**config.mk**
```make
export PLATFORM = sky130hd
export DESIGN_NAME = mem_access
export DESIGN_NICKNAME = d
export VERILOG_FILES = /design/src/rtl/mem_access_pkg.sv /design/src/rtl/mem_access_load_align.sv /design/src/rtl/mem_access.sv
export SDC_FILE = /design/constraint.sdc
export NUM_CORES = 1
export LEC_CHECK = 0
export ABC_AREA = 1
export BUFFER_PORTS_ARGS = -buffer_cell sky130_fd_sc_hd__buf_2
export CORE_ASPECT_RATIO = 0.5
export CORE_MARGIN = 5
export CORE_UTILIZATION = 55
export CTS_BUF_LIST = sky130_fd_sc_hd__clkbuf_8
export CTS_CLUSTER_DIAMETER = 200
export DETAILED_ROUTE_END_ITERATION = 8
export GPL_TIMING_DRIVEN = 0
export MAX_ROUTING_LAYER = met4
export PLACE_DENSITY_LB_ADDON = 0.2
export SLEW_MARGIN = 15
export SYNTH_ARGS = -nofsm -noshare
export SYNTH_HDL_FRONTEND = slang
export SYNTH_SLANG_ARGS = --single-unit
```
**constraint.sdc**
```tcl
create_clock -name clk -period 3.2 [get_ports clk]
set_input_delay 0.32 -clock clk [delete_from_list [all_inputs] [get_ports clk]]
set_output_delay 0.32 -clock clk [all_outputs]
set_load 0.01 [all_outputs]
```
**src/rtl/mem_access_pkg.sv**
```systemverilog
// ============================================================================
// Module      : mem_access_pkg
// Description : Shared widths, funct3 width codes and FSM state encoding for
//               the memory-access pipeline stage.
// Revision    : 1.0 - initial release
// ============================================================================
`default_nettype none

package mem_access_pkg;

    localparam int REG_BUS      = 32;
    localparam int REG_ADDR_BUS = 5;

    // funct3 codes; bits [1:0] give the width, bit [2] selects zero-extension
    localparam logic [2:0] F3_B  = 3'b000;
    localparam logic [2:0] F3_H  = 3'b001;
    localparam logic [2:0] F3_W  = 3'b010;
    localparam logic [2:0] F3_BU = 3'b100;
    localparam logic [2:0] F3_HU = 3'b101;

    localparam logic [1:0] WIDTH_B = 2'b00;
    localparam logic [1:0] WIDTH_H = 2'b01;

    typedef enum logic [0:0] {
        ST_IDLE = 1'b0,
        ST_BUSY = 1'b1
    } state_t;

    function automatic logic is_misaligned(input logic [1:0] width,
                                           input logic [1:0] addr_lo);
        case (width)
            WIDTH_B: is_misaligned = 1'b0;
            WIDTH_H: is_misaligned = addr_lo[0];
            default: is_misaligned = (addr_lo != 2'b00);
        endcase
    endfunction

endpackage

`default_nettype wire

```
**src/rtl/mem_access_load_align.sv**
```systemverilog
// ============================================================================
// Module      : mem_access_load_align
// Description : Selects the addressed byte/halfword lane of a read word and
//               sign- or zero-extends it to 32 bits.
// Revision    : 1.0 - initial release
// ============================================================================
`default_nettype none

module mem_access_load_align
    import mem_access_pkg::*;
(
    input  logic [REG_BUS-1:0] rdata_i,
    input  logic [1:0]         addr_lo_i,
    input  logic [2:0]         funct3_i,
    output logic [REG_BUS-1:0] data_o
);

    logic [REG_BUS-1:0] w_shifted;
    logic               w_sign_b;
    logic               w_sign_h;

    assign w_shifted = rdata_i >> {addr_lo_i, 3'b000};
    assign w_sign_b  = ~funct3_i[2] & w_shifted[7];
    assign w_sign_h  = ~funct3_i[2] & w_shifted[15];

    always_comb begin
        data_o = rdata_i;
        case (funct3_i[1:0])
            WIDTH_B: data_o = {{24{w_sign_b}}, w_shifted[7:0]};
            WIDTH_H: data_o = {{16{w_sign_h}}, w_shifted[15:0]};
            default: data_o = rdata_i;
        endcase
    end

endmodule

`default_nettype wire

```
**src/rtl/mem_access.sv**
```systemverilog
// ============================================================================
// Module      : mem_access
// Description : Memory-access pipeline stage: runs a req/ack data-memory
//               transaction for loads/stores and registers into writeback.
// Revision    : 1.0 - initial release
// ============================================================================
`default_nettype none

module mem_access
    import mem_access_pkg::*;
(
    input  logic                    clk,
    input  logic                    rst,
    input  logic                    ex_valid_i,
    input  logic [REG_BUS-1:0]      ex_alu_result_i,
    input  logic [REG_BUS-1:0]      ex_store_data_i,
    input  logic [2:0]              ex_funct3_i,
    input  logic                    ex_mem_read_i,
    input  logic                    ex_mem_write_i,
    input  logic                    ex_wb_Mem2Reg_i,
    input  logic                    ex_wb_RegWrite_i,
    input  logic [REG_ADDR_BUS-1:0] ex_rd_i,
    output logic                    stall_o,
    output logic                    dmem_req_o,
    output logic                    dmem_we_o,
    output logic [REG_BUS-1:0]      dmem_addr_o,
    output logic [3:0]              dmem_be_o,
    output logic [REG_BUS-1:0]      dmem_wdata_o,
    input  logic                    dmem_ack_i,
    input  logic [REG_BUS-1:0]      dmem_rdata_i,
    output logic                    wb_valid_o,
    output logic [REG_BUS-1:0]      mem_read_data_o,
    output logic [REG_BUS-1:0]      alu_result_o,
    output logic                    ctrl_wb_Mem2Reg_o,
    output logic                    ctrl_wb_RegWrite_o,
    output logic [REG_ADDR_BUS-1:0] wb_rd_o,
    output logic                    misalign_o
);

    state_t                  state_q, state_d;
    logic                    req_q, req_d;
    logic                    we_q, we_d;
    logic [REG_BUS-1:0]      addr_q, addr_d;
    logic [3:0]              be_q, be_d;
    logic [REG_BUS-1:0]      wdata_q, wdata_d;
    logic [1:0]              addr_lo_q, addr_lo_d;
    logic [2:0]              funct3_q, funct3_d;
    logic                    m2r_q, m2r_d;
    logic                    rw_q, rw_d;
    logic [REG_ADDR_BUS-1:0] rd_q, rd_d;

    logic                    wb_valid_q, wb_valid_d;
    logic [REG_BUS-1:0]      wb_data_q, wb_data_d;
    logic [REG_BUS-1:0]      wb_alu_q, wb_alu_d;
    logic                    wb_m2r_q, wb_m2r_d;
    logic                    wb_rw_q, wb_rw_d;
    logic [REG_ADDR_BUS-1:0] wb_rd_q, wb_rd_d;
    logic                    misalign_q, misalign_d;

    logic                    w_memop;
    logic                    w_misaligned;
    logic [1:0]              w_addr_lo;
    logic [3:0]              w_be;
    logic [REG_BUS-1:0]      w_wdata;
    logic [REG_BUS-1:0]      w_load_data;

    assign w_memop      = ex_valid_i & (ex_mem_read_i | ex_mem_write_i);
    assign w_addr_lo    = ex_alu_result_i[1:0];
    assign w_misaligned = is_misaligned(ex_funct3_i[1:0], w_addr_lo);

    always_comb begin
        w_be    = 4'b1111;
        w_wdata = ex_store_data_i;
        case (ex_funct3_i[1:0])
            WIDTH_B: begin
                w_be    = 4'b0001 << w_addr_lo;
                w_wdata = {4{ex_store_data_i[7:0]}};
            end
            WIDTH_H: begin
                w_be    = 4'b0011 << {w_addr_lo[1], 1'b0};
                w_wdata = {2{ex_store_data_i[15:0]}};
            end
            default: begin
                w_be    = 4'b1111;
                w_wdata = ex_store_data_i;
            end
        endcase
    end

    mem_access_load_align u_load_align (
        .rdata_i   (dmem_rdata_i),
        .addr_lo_i (addr_lo_q),
        .funct3_i  (funct3_q),
        .data_o    (w_load_data)
    );

    always_comb begin
        state_d    = state_q;
        req_d      = req_q;
        we_d       = we_q;
        addr_d     = addr_q;
        be_d       = be_q;
        wdata_d    = wdata_q;
        addr_lo_d  = addr_lo_q;
        funct3_d   = funct3_q;
        m2r_d      = m2r_q;
        rw_d       = rw_q;
        rd_d       = rd_q;
        wb_valid_d = 1'b0;
        wb_data_d  = wb_data_q;
        wb_alu_d   = wb_alu_q;
        wb_m2r_d   = wb_m2r_q;
        wb_rw_d    = wb_rw_q;
        wb_rd_d    = wb_rd_q;
        misalign_d = 1'b0;
        stall_o    = 1'b0;

        case (state_q)
            ST_IDLE: begin
                if (ex_valid_i && (!w_memop || w_misaligned)) begin
                    // Non-memops and misaligned accesses retire without touching memory
                    wb_valid_d = 1'b1;
                    wb_data_d  = '0;
                    wb_alu_d   = ex_alu_result_i;
                    wb_m2r_d   = ex_wb_Mem2Reg_i;
                    wb_rw_d    = ex_wb_RegWrite_i & ~w_memop;
                    wb_rd_d    = ex_rd_i;
                    misalign_d = w_memop;
                end else if (w_memop) begin
                    stall_o   = 1'b1;
                    state_d   = ST_BUSY;
                    req_d     = 1'b1;
                    we_d      = ex_mem_write_i;
                    addr_d    = {ex_alu_result_i[REG_BUS-1:2], 2'b00};
                    be_d      = w_be;
                    wdata_d   = w_wdata;
                    addr_lo_d = w_addr_lo;
                    funct3_d  = ex_funct3_i;
                    m2r_d     = ex_wb_Mem2Reg_i;
                    rw_d      = ex_wb_RegWrite_i;
                    rd_d      = ex_rd_i;
                end
            end
            ST_BUSY: begin
                if (dmem_ack_i) begin
                    state_d    = ST_IDLE;
                    req_d      = 1'b0;
                    wb_valid_d = 1'b1;
                    wb_data_d  = we_q ? '0 : w_load_data;
                    wb_alu_d   = {addr_q[REG_BUS-1:2], addr_lo_q};
                    wb_m2r_d   = m2r_q;
                    wb_rw_d    = rw_q;
                    wb_rd_d    = rd_q;
                end else begin
                    stall_o = 1'b1;
                end
            end
            default: state_d = ST_IDLE;
        endcase
    end

    always_ff @(posedge clk) begin
        if (rst) begin
            state_q    <= ST_IDLE;
            req_q      <= 1'b0;
            we_q       <= 1'b0;
            addr_q     <= '0;
            be_q       <= '0;
            wdata_q    <= '0;
            addr_lo_q  <= '0;
            funct3_q   <= '0;
            m2r_q      <= 1'b0;
            rw_q       <= 1'b0;
            rd_q       <= '0;
            wb_valid_q <= 1'b0;
            wb_data_q  <= '0;
            wb_alu_q   <= '0;
            wb_m2r_q   <= 1'b0;
            wb_rw_q    <= 1'b0;
            wb_rd_q    <= '0;
            misalign_q <= 1'b0;
        end else begin
            state_q    <= state_d;
            req_q      <= req_d;
            we_q       <= we_d;
            addr_q     <= addr_d;
            be_q       <= be_d;
            wdata_q    <= wdata_d;
            addr_lo_q  <= addr_lo_d;
            funct3_q   <= funct3_d;
            m2r_q      <= m2r_d;
            rw_q       <= rw_d;
            rd_q       <= rd_d;
            wb_valid_q <= wb_valid_d;
            wb_data_q  <= wb_data_d;
            wb_alu_q   <= wb_alu_d;
            wb_m2r_q   <= wb_m2r_d;
            wb_rw_q    <= wb_rw_d;
            wb_rd_q    <= wb_rd_d;
            misalign_q <= misalign_d;
        end
    end

    assign dmem_req_o         = req_q;
    assign dmem_we_o          = we_q;
    assign dmem_addr_o        = addr_q;
    assign dmem_be_o          = be_q;
    assign dmem_wdata_o       = wdata_q;
    assign wb_valid_o         = wb_valid_q;
    assign mem_read_data_o    = wb_data_q;
    assign alu_result_o       = wb_alu_q;
    assign ctrl_wb_Mem2Reg_o  = wb_m2r_q;
    assign ctrl_wb_RegWrite_o = wb_rw_q;
    assign wb_rd_o            = wb_rd_q;
    assign misalign_o         = misalign_q;

endmodule

`default_nettype wire

```
== Yosys cells after proc, flatten, opt, wreduce, memory -nomap -nowiden ==
Cells that the tools add are included.
Storage, ports and cells
  bits in writable memories: 0
  output and inout bits: 144
  bits in latches: 0
  ROM bits: 0
  bits in registers: 154
  memories kept: 0
  input port bits: 112
Cells by class
  add/subtract/negate cells: 0
  div/mod/pow operators: 0
  bitwise gates (word level): 9
  multipliers: 0
  multiplexer cells: 31
  equality and inequality tests: 6
  reduce and logical (&&, ||, !) cells: 10
  $lt $le $gt $ge: 0
  shifts and indexed selects: 3
Operators by type and width (number)
  one-hot mux 32 bit (2 select lines): 4
  2-to-1 mux 32 bit: 5
  >> shifter 32 x 5 -> 16 bit: 1
  2-to-1 mux 1 bit: 12
  one-hot mux 1 bit (2 select lines): 6
  2-to-1 mux 5 bit: 2
  one-hot mux 5 bit (2 select lines): 1
  != test 2 bit (second input constant): 4
  one-hot mux 4 bit (2 select lines): 1
  AND reduction 3 bit: 2
  bitwise AND 1 bit: 4
  == test 2 x 1 -> 1 bit (second input constant): 2
  logical NOT 2 bit: 2
  inverter 1 bit: 4
  << shifter 1 x 2 -> 4 bit (first input constant): 1
  << shifter 2 x 2 -> 4 bit (first input constant): 1
  OR reduction 3 bit: 1
  AND reduction 2 bit: 1
  nonzero test 2 bit: 1
  logical AND 1 bit: 1
  logical NOT 1 bit: 1
  logical OR 1 bit: 1
  OR 1 bit: 1

== Depth between registers and ports, before layout ==
Gate-level depths: netlist of run 1.
  word-level depth: 7
  mapped depth: 10
  mapped depth without buffers: 9

== By module ==
A second synthesis of run 1 with hierarchy kept.
Unflattened totals
  cell total of the unflattened synthesis: 1148
  area total of the unflattened synthesis: 7497.2 sq um
Modules (own cells, without submodules)
  mem_access: times used 1, sequential area each 3083.0 sq um, area an instance 6653.9 sq um, cells an instance 974
  mem_access_load_align: times used 1, sequential area each 0.0 sq um, area an instance 843.3 sq um, cells an instance 174

== Worst setup path after synthesis of run 1 ==
No wires, ideal clock.
  path type: in2out
  start: in ex_funct3_i[1]
  end: out stall_o
  cell stages on the path: 6
  arrival time: 1192 ps
  data required time: 2880 ps
  slack: 1688 ps
  buffers on the path: 2
  cells stage by stage: buf_2 -> nor2_4 -> nand2_1 -> nand4_2 -> buf_2 -> nand2_1
Between the ends
  word-level cells in the longest chain between the ends: 6
  elaborated cells between the ends (all ways): 7
  those cells by class: eq/ne (1); mux (3); reduce/logical (3)
Ends and longest elaborated chain
  start: declaration: RTL line mem_access.sv:17  | input logic [2:0] ex_funct3_i,
  == test 2 x 1 -> 1 bit or logical NOT 2 bit (tied branches): RTL line mem_access_pkg.sv:31  | case (width)
  one-hot mux 1 bit (2 select lines) *: RTL line mem_access_pkg.sv:31
  logical OR 1 bit *: RTL line mem_access.sv:120  | if (ex_valid_i && (!w_memop || w_misaligned)) begin
  logical AND 1 bit *: RTL line mem_access.sv:120
  2-to-1 mux 1 bit *: RTL line mem_access.sv:120
  one-hot mux 1 bit (2 select lines) *: RTL line mem_access.sv:118  | case (state_q)
  end: declaration: RTL line mem_access.sv:23  | output logic stall_o,
Every way passes the cells marked *; elsewhere a longest branch is shown, timed or not.

== Worst setup path after layout of run 1 ==
  start: reg state_q
  end: out stall_o
Between the ends
  word-level cells in the longest chain between the ends: 2
Ends and longest elaborated chain
  start: declaration: RTL line mem_access.sv:40  | state_t state_q, state_d;
  start signal: assignment: RTL line mem_access.sv:183  | state_q <= state_d;
  inverter 1 bit (no source line)
  one-hot mux 1 bit (2 select lines) *: RTL line mem_access.sv:118
Marks and branches as above.

==> impl_results.md, run 1 <==
* Multi-input gate area at 3330 µm²
* DP Wirelength at 17.5 mm
* Mapped cell area at 6840 µm²
* Most used DFF post-synth: dfxtp_1
* Die ar. at 14,900 µm²
* DR iter-0 viols at 791
* Vias at 7,866
* # DRC at 0
* Max-slew headroom at 60.1%
* Gate Count Post-Synth at 1,046
* Buffers on Ports at 251
* Crit Path Class: flop to primary output
* Psw at 0.00139 W
* Worst R2R End: mem_read_data_o[1]$_SDFFE_PP0P_
* Largest family of logic cells by synthesized area: simple AND/OR/NAND/NOR gates
* TritonCTS Buffers at 17
* Top-Level Pins at 256
* Crit path required time at 2.88 ns
* Unrepaired setup endpoints after global routing: false
* Die Span X at 168 µm
* Initial antenna violation count at 1
* Compound-Gate Fraction of Synth Area at 11.1%
* Post-synth ARST share at 0%
* Layout Skew at 0.0186 ns
* Hold crit path type: input port to flop
* Pwr Total at 0.00469 W
* Fill count at 1,042
* Syn_area_per_cell at 6.54 µm²
* Hold path start: ex_wb_Mem2Reg_i
* Post-synthesis xor/xnor area fraction at 0%
* Rows at 28
* Reg-to-reg setup timing slack at 1.31 ns
* Final Cycle Share at 72.2%
* Internal cell power at 0.00331 W
* Gr ovfl total at 0
* Clock network fraction of total power at 37.8%
* Top-area cell type share of the netlist area at 45.1%
* Max-cap violations at 0
* Sequential cell area at 3080 µm²
* Worst slew pin tran at 0.598 ns
* Synthesized-area fraction occupied by adder cells at 0%
* Post-DRT Antenna Nets at 0
* Sequential element share of the synthesized area at 45.1%
* Final period demand of the worst path at 2.31 ns
* P per Cell Area at 534 nW/µm²
* DP Area at 8310 µm²
* Setup-failing EPs final at 0
* Area leader, netlist: dfxtp_1
* Logic pwr share at 17.4%
* Post-CTS sizing at 0
* Final TNS setup at 0 ns
* # hold bufs at CTS at 0
* Switching Fraction at 29.5%
* Commonest cells post-synth: nand2_1, dfxtp_1, nor2_1, a21oi_1, o21ai_0
* Post-synth EDFFs at 0
* Distinct cells, synth at 28
* Initial core utilization at 57.1%
* Drt wl/cell at 15.4 µm
* Post-synthesis mux area share at 0%
* Synth Area in Simple Gates at 37.4%
* Post-CTS setup repair buffer count at 0
* Height of the die at 88.9 µm
* Worst-path clk slew at 0.08 ns
* Part of the power in registers at 44.8%
* RD Place Congestion at 0.962
* Clock Latency Late Sink at 0.45 ns
* CP startpoint kind: flop
* TritonRoute pass-1 iters at 5
* Final Routed Wirelength at 23.0 mm
* Clock root cell: clkbuf_8
* Worst-path fanout max at 10
* FMAX at 433 MHz
* Vias in the first global route at 7,448
* Hold depth at 3
* Worst r2r path cells at 6
* Worst vdd ir at 0.330 mV
* Status: completed
* First-pass GRT wire length at 36.4 mm
* Final Core Density at 73.3%
* CTS H-tree lvls at 4
* CP arrival at 1.99 ns
* # nets final at 1,429
* Core Box Area at 12,000 µm²
* Hold Path Sink: m2r_q$_SDFFE_PP0P_
* Top-count cell post-synth: nand2_1
* Count of state elements after synthesis at 154
* Layout cell share with drive strength beyond 1 at 24.8%
* Routed vias/inst at 5.26
* Clock sink total at 154
* CTS tree: done
* Area grow syn2layout at 28.4%
* LEAKAGE at 4.74 nW
* CTS Buffer Depth at 2
* Fin. max-slew vios at 0
* Largest net degree at the start of global routing at 17
* Synth Warn # at 0
* Final instance area at 8790 µm²
* Tot GR Track Use at 31.4%
* Area contributors post-synth: dfxtp_1, nand2_1, nor2_1, a21oi_1, o21ai_0
* Final Hold Fails at 0
* Worst r2r src: addr_lo_q[1]$_SDFFE_PP0P_
* CP Capture Type: primary output
critical path, cell delays in order, from the launching register on:
cell and delay, ns:
dfxtp_1 0.30, buf_2 0.19, inv_1 0.19, nand4_2 0.32, buf_2 0.31, nand2_1 0.10
buf_2 0.13
worst max-delay path by stage:
| stage | slack [ns] | from | end | cells past startpoint |
|---|---|---|---|---|
| 2_1_floorplan | 1.69 | ex_funct3_i[1] | stall_o | 6 |
| 3_3_place_gp | 1.24 | ex_funct3_i[0] | stall_o | 8 |
| 3_5_place_dp | 1.22 | ex_funct3_i[0] | stall_o | 8 |
| 4_1_cts | 0.88 | state_q$_SDFF_PP0_ | stall_o | 6 |
| 5_1_grt | 0.79 | state_q$_SDFF_PP0_ | stall_o | 6 |
| 6_report | 0.89 | state_q$_SDFF_PP0_ | stall_o | 6 |
cells by family after synthesis:
kind of cell    count (synthesis)
flops                         154
simple gates                  645
compound gates                147
buf+inv                        99
other cells                     1
placed cells by master, fill, tap and decap left out, types with 3 or more instances in the layout:
cell	instances
bufinv_16	5
clkinvlp_4	3
nor2_4	3
nor2_1	109
nand4_1	12
inv_6	3
o21ai_0	68
nand3_1	36
inv_1	33
buf_1	4
buf_4	9
buf_2	277
clkbuf_1	25
nand2_1	476
a21oi_1	72
clkbuf_8	19
dfxtp_1	154
cell type report:
| class | instances | area share [%] |
|---|---|---|
| clock buffer | 19 | 2.98 |
| sequential | 154 | 35.1 |
| timing repair buffer | 251 | 14.3 |
| buffer | 64 | 3.49 |
| clock inverter | 13 | 2.43 |
| inverter | 35 | 1.50 |
| antenna | 1 | 0.0285 |
| tap | 165 | 2.35 |
| multi-input combinational | 794 | 37.8 |
per-stage QoR:
stage / hold slack (ns) / worst slack, ns / instances
6_report: 0.128 / 0.891 / 1496
5_1_grt: 0.112 / 0.794 / 1496
4_1_cts: 0.117 / 0.877 / 1495
3_5_place_dp: 0.433 / 1.22 / 1463
3_3_place_gp: 0.432 / 1.24 / 1463
2_1_floorplan: 0.425 / 1.69 / 1047
routing by layer:
metal	share of wire (%)	up-vias	global-route usage, %
met5	0	-	-
li1	-	3836	-
met3	9.6	61	7.68
met2	44	414	49.1
met1	43	3555	39.9
met4	2.8	0	11.6
power groups by stage:
stage               Combinational [W]  Sequential, W  Clock, W
global route                 0.000907        0.00212   0.00188
floorplan                    0.000417        0.00219         0
detailed placement           0.000801        0.00214         0
CTS                          0.000807        0.00210   0.00178
global placement             0.000782        0.00214         0
finish                       0.000816        0.00210   0.00177
sequential cells by signal (all words and copies together) (netlist names), 2 cells and up:
name,count
addr_lo_q,2
alu_result_o,32
dmem_addr_o,30
dmem_be_o,4
dmem_wdata_o,32
funct3_q,3
mem_read_data_o,32
rd_q,5
wb_rd_o,5
Note: power is estimated with default switching activity, not from simulation.
==> run 2, diff against run 1 <==
--- a/config.mk
+++ b/config.mk
@@ -5,11 +5,11 @@
 export SDC_FILE = /design/constraint.sdc
 export NUM_CORES = 1
 export LEC_CHECK = 0
-export ABC_AREA = 1
+export ABC_AREA = 0
 export BUFFER_PORTS_ARGS = -buffer_cell sky130_fd_sc_hd__buf_2
 export CORE_ASPECT_RATIO = 0.5
 export CORE_MARGIN = 5
-export CORE_UTILIZATION = 55
+export CORE_UTILIZATION = 46
 export CTS_BUF_LIST = sky130_fd_sc_hd__clkbuf_8
 export CTS_CLUSTER_DIAMETER = 200
 export DETAILED_ROUTE_END_ITERATION = 8
==> constraint.sdc (replaced) <==
create_clock -name clk -period 2 [get_ports clk]
set_input_delay 0.2 -clock clk [delete_from_list [all_inputs] [get_ports clk]]
set_output_delay 0.2 -clock clk [all_outputs]
set_load 0.01 [all_outputs]
==> impl_results.md, run 2 <==
* TritonRoute pass-1 iters at 4 (-1)
* Post-synth EDFFs at 0 (unchanged)
* Worst r2r path cells at 6 (unchanged)
* Sequential element share of the synthesized area at 47.0% (+1.9 points)
* DR iter-0 viols at 393 (-50%)
* Unrepaired setup endpoints after global routing: false
* Most used DFF post-synth: dfxtp_1
* Post-synth ARST share at 0% (unchanged)
* CP startpoint kind: flop
* Die Span X at 179 µm (+6.7%)
* Setup-failing EPs final at 0 (unchanged)
* CP Capture Type: primary output
* Internal cell power at 0.00465 W (+41%)
* Area contributors post-synth: dfxtp_1, mux2i_1, nand2_1, o2bb2ai_1, a21oi_1
* Most frequent cells in the layout: buf_2, dfxtp_1, nand2_1
* CTS tree: done
* CTS H-tree lvls at 4 (unchanged)
* Gate Count Post-Synth at 706 (-33%)
* Commonest cells post-synth: dfxtp_1, nand2_1, mux2i_1, a21oi_1, o2bb2ai_1
* Pwr Total at 0.00675 W (+44%)
* Core Box Area at 13,800 µm² (+15%)
* Fin. max-slew vios at 0 (unchanged)
* Hold crit path type: input port to flop
* Count of state elements after synthesis at 154 (unchanged)
* Clock Latency Late Sink at 0.46 ns (about the same)
* Worst r2r src: state_q$_SDFF_PP0_
* Drt wl/cell at 17.8 µm (+16%)
* Cell Chain, Critical Path: buf_2 -> nand2b_4 -> nand4b_1 -> o21ai_0 -> buf_2
* Rows at 30 (+7.1%)
* Top-area cell type share of the netlist area at 47.0% (+1.9 points)
* Placed cell count at 1,152 (-21%)
* Tot GR Track Use at 26.3% (-5.1 points)
* Worst path top cell family by delay: simple AND/OR/NAND/NOR gates
* Syn_area_per_cell at 9.30 µm² (+42%)
* CTS Buffer Depth at 2 (unchanged)
* Final hold slack at 0.0130 ns (-0.115 ns)
* Gr ovfl total at 0 (unchanged)
* Initial core utilization at 47.7% (-9.5 points)
* Part of the power in registers at 49.3% (+4.5 points)
* Finished Layout Cells at 1,230 (-18%)
* Synth Warn # at 0 (unchanged)
* DP Wirelength at 16.0 mm (-8.4%)
* Layout Skew at 0.0215 ns (+0.00292 ns)
* # nets final at 1,137 (-20%)
* RD Place Congestion at 0.905 (-5.9%)
* Die ar. at 16,900 µm² (+13%)
* Clock sink total at 154 (unchanged)
* Top-count cell post-synth: dfxtp_1
* FMAX at 548 MHz
* Worst-path fanout max at 7 (-3)
* Largest net degree at the start of global routing at 17 (unchanged)
* P per Cell Area at 758 nW/µm² (+42%)
* First-pass GRT wire length at 34.1 mm (-6.6%)
* Worst slew pin tran at 0.771 ns (+0.172 ns)
* Area grow syn2layout at 35.5%
* Buffers on Ports at 253 (+0.80%)
* Clock root cell: clkbuf_8
* Switching Fraction at 31.1% (+1.6 points)
* Max-cap violations at 0 (unchanged)
* Final Routed Wirelength at 21.9 mm (-5.0%)
* Hold depth at 3 (unchanged)
* Final TNS setup at 0 ns (unchanged)
* Antenna diode count at 0 (-1)
* Critical Path Source: state_q$_SDFF_PP0_
* Post-DRT Antenna Nets at 0 (unchanged)
* Height of the die at 94.5 µm (+6.3%)
* Post-CTS sizing at 0 (unchanged)
* CP arrival at 1.62 ns (-0.37 ns)
* Final period demand of the worst path at 1.82 ns
* Psw at 0.00210 W (+52%)
* Layout cell share with drive strength beyond 1 at 32.2% (+7.4 points)
* Status: completed
* Crit path required time at 1.80 ns (-1.08 ns)
* Final Hold Fails at 0 (unchanged)
* # DRC at 0 (unchanged)
* Most common cell after layout, fill and taps aside: buf_2
* Initial antenna violation count at 0 (-1)
* Vias at 6,627 (-16%)
* Critical Path End: stall_o
* Distinct cells, synth at 47 (+68%)
* Routed vias/inst at 5.39 (+2.5%)
* Top-Level Pins at 256 (unchanged)
* LEAKAGE at 4.00 nW (-15%)
* Worst R2R End: mem_read_data_o[4]$_SDFFE_PP0P_
* Critical Path Max Stage Delay at 0.30 ns (-0.02 ns)
* Clock network fraction of total power at 33.5% (-4.3 points)
* Max-slew headroom at 48.6% (-11 points)
* Area leader, netlist: dfxtp_1
* Crit Path Class: flop to primary output
* Worst-path clk slew at 0.08 ns (about the same)
* Mapped cell area at 6570 µm² (-4.1%)
* Final Cycle Share at 91.2%
* Slowest library cell on the worst path: dfxtp_1
* Most frequent CP cell: buf_2
* Vias in the first global route at 6,406 (-14%)
* Worst vdd ir at 0.368 mV (+12%)
* TritonCTS Buffers at 17 (unchanged)
* WP buf/inv at 2 (-2)
* CP Depth at 5 (-1)
* Reg-to-reg setup timing slack at 0.20 ns (-1.11 ns)
* Logic pwr share at 17.3% (about the same)
run 2: cell types whose count changed in the layout (fill, tap and decap cells not counted), moves of 12 or more:
cell           previous run  this run
nand2_1                 476       128
nor2_1                  109        26
mux2i_1                   0        63
o21ai_0                  68        19
o2bb2ai_1                 0        46
dlygate4sd3_1             0        45
nand3_1                  36         9
a221o_1                   0        16
a311oi_1                  0        16
inv_1                    33        17
o211ai_1                  1        15
nand4_1                  12         0
run 2: tightest hold or removal path: cells and delay by family:
family	cells	cell delay, ns
and+or+nand+nor	1	0.05
buffers and inverters	1	0.11
AOI/OAI and AO/OA	1	0.05
run 2: metrics by stage:
stage | utilization [%] | instance area [µm²] | worst slack [ns]
4_1_cts | 64.5 | 8890 | 0.142
2_1_floorplan | - | 6570 | 0.449
3_5_place_dp | 58.6 | 8080 | 0.143
5_1_grt | 64.6 | 8900 | 0.0628
3_3_place_gp | 58.6 | 8080 | 0.179
6_report | 64.6 | 8900 | 0.176
run 2: power groups by stage:
stage,Sequential [W],Combinational (W),Clock (W)
detailed placement,0.00339,0.00109,0
global route,0.00334,0.00127,0.00245
floorplan,0.00346,0.000534,0
global placement,0.00339,0.00107,0
finish,0.00333,0.00116,0.00226
CTS,0.00332,0.00116,0.00230
run 2: per-layer routing:
| metal | GRT usage, % | part of all wire, % |
|---|---|---|
| met1 | 31.7 | 42 |
| met2 | 44.3 | 48 |
| met3 | 6.48 | 7.7 |
| met4 | 7.28 | 1.4 |
| met5 | - | 0 |
run 2: kinds of logic after synthesis:
group / after synthesis / synth area share, %
AO/OA/AOI/OAI: 220 / 24.4
buffers and inverters: 82 / 6.21
flip-flops: 154 / 47.0
multiplexers: 66 / 10.3
other: 1 / 0.0571
AND/OR/NAND/NOR: 183 / 12.0
run 2: what timing repair did:
action	CTS	global route
hold endpoints to repair	45	1
hold buffers	44	1
buffers inserted	1	0
endpoints found under the setup margin	1	0
run 2: layout make-up:
class	count	area (µm²)
clock inverters	15	131
well taps	192	240
multi-input cells	471	3080
inverters	17	63.8
flip-flops and latches	154	3080
clock buffers	17	234
fillers	1173	4880
plain buffers	65	344
repair buffers	299	1720
run 2: worst min-delay path by stage:
stage,slack (ns),from,to
6_report,0.01,ex_rd_i[2],rd_q[2]$_SDFFE_PP0P_
5_1_grt,0.002,ex_mem_write_i,dmem_we_o$_SDFFE_PP0P_
4_1_cts,0.0000006,ex_mem_write_i,dmem_we_o$_SDFFE_PP0P_
3_5_place_dp,0.43,mem_read_data_o[12]$_SDFFE_PP0P_,mem_read_data_o[12]$_SDFFE_PP0P_
3_3_place_gp,0.43,mem_read_data_o[12]$_SDFFE_PP0P_,mem_read_data_o[12]$_SDFFE_PP0P_
2_1_floorplan,0.34,ex_wb_RegWrite_i,rw_q$_SDFFE_PP0P_
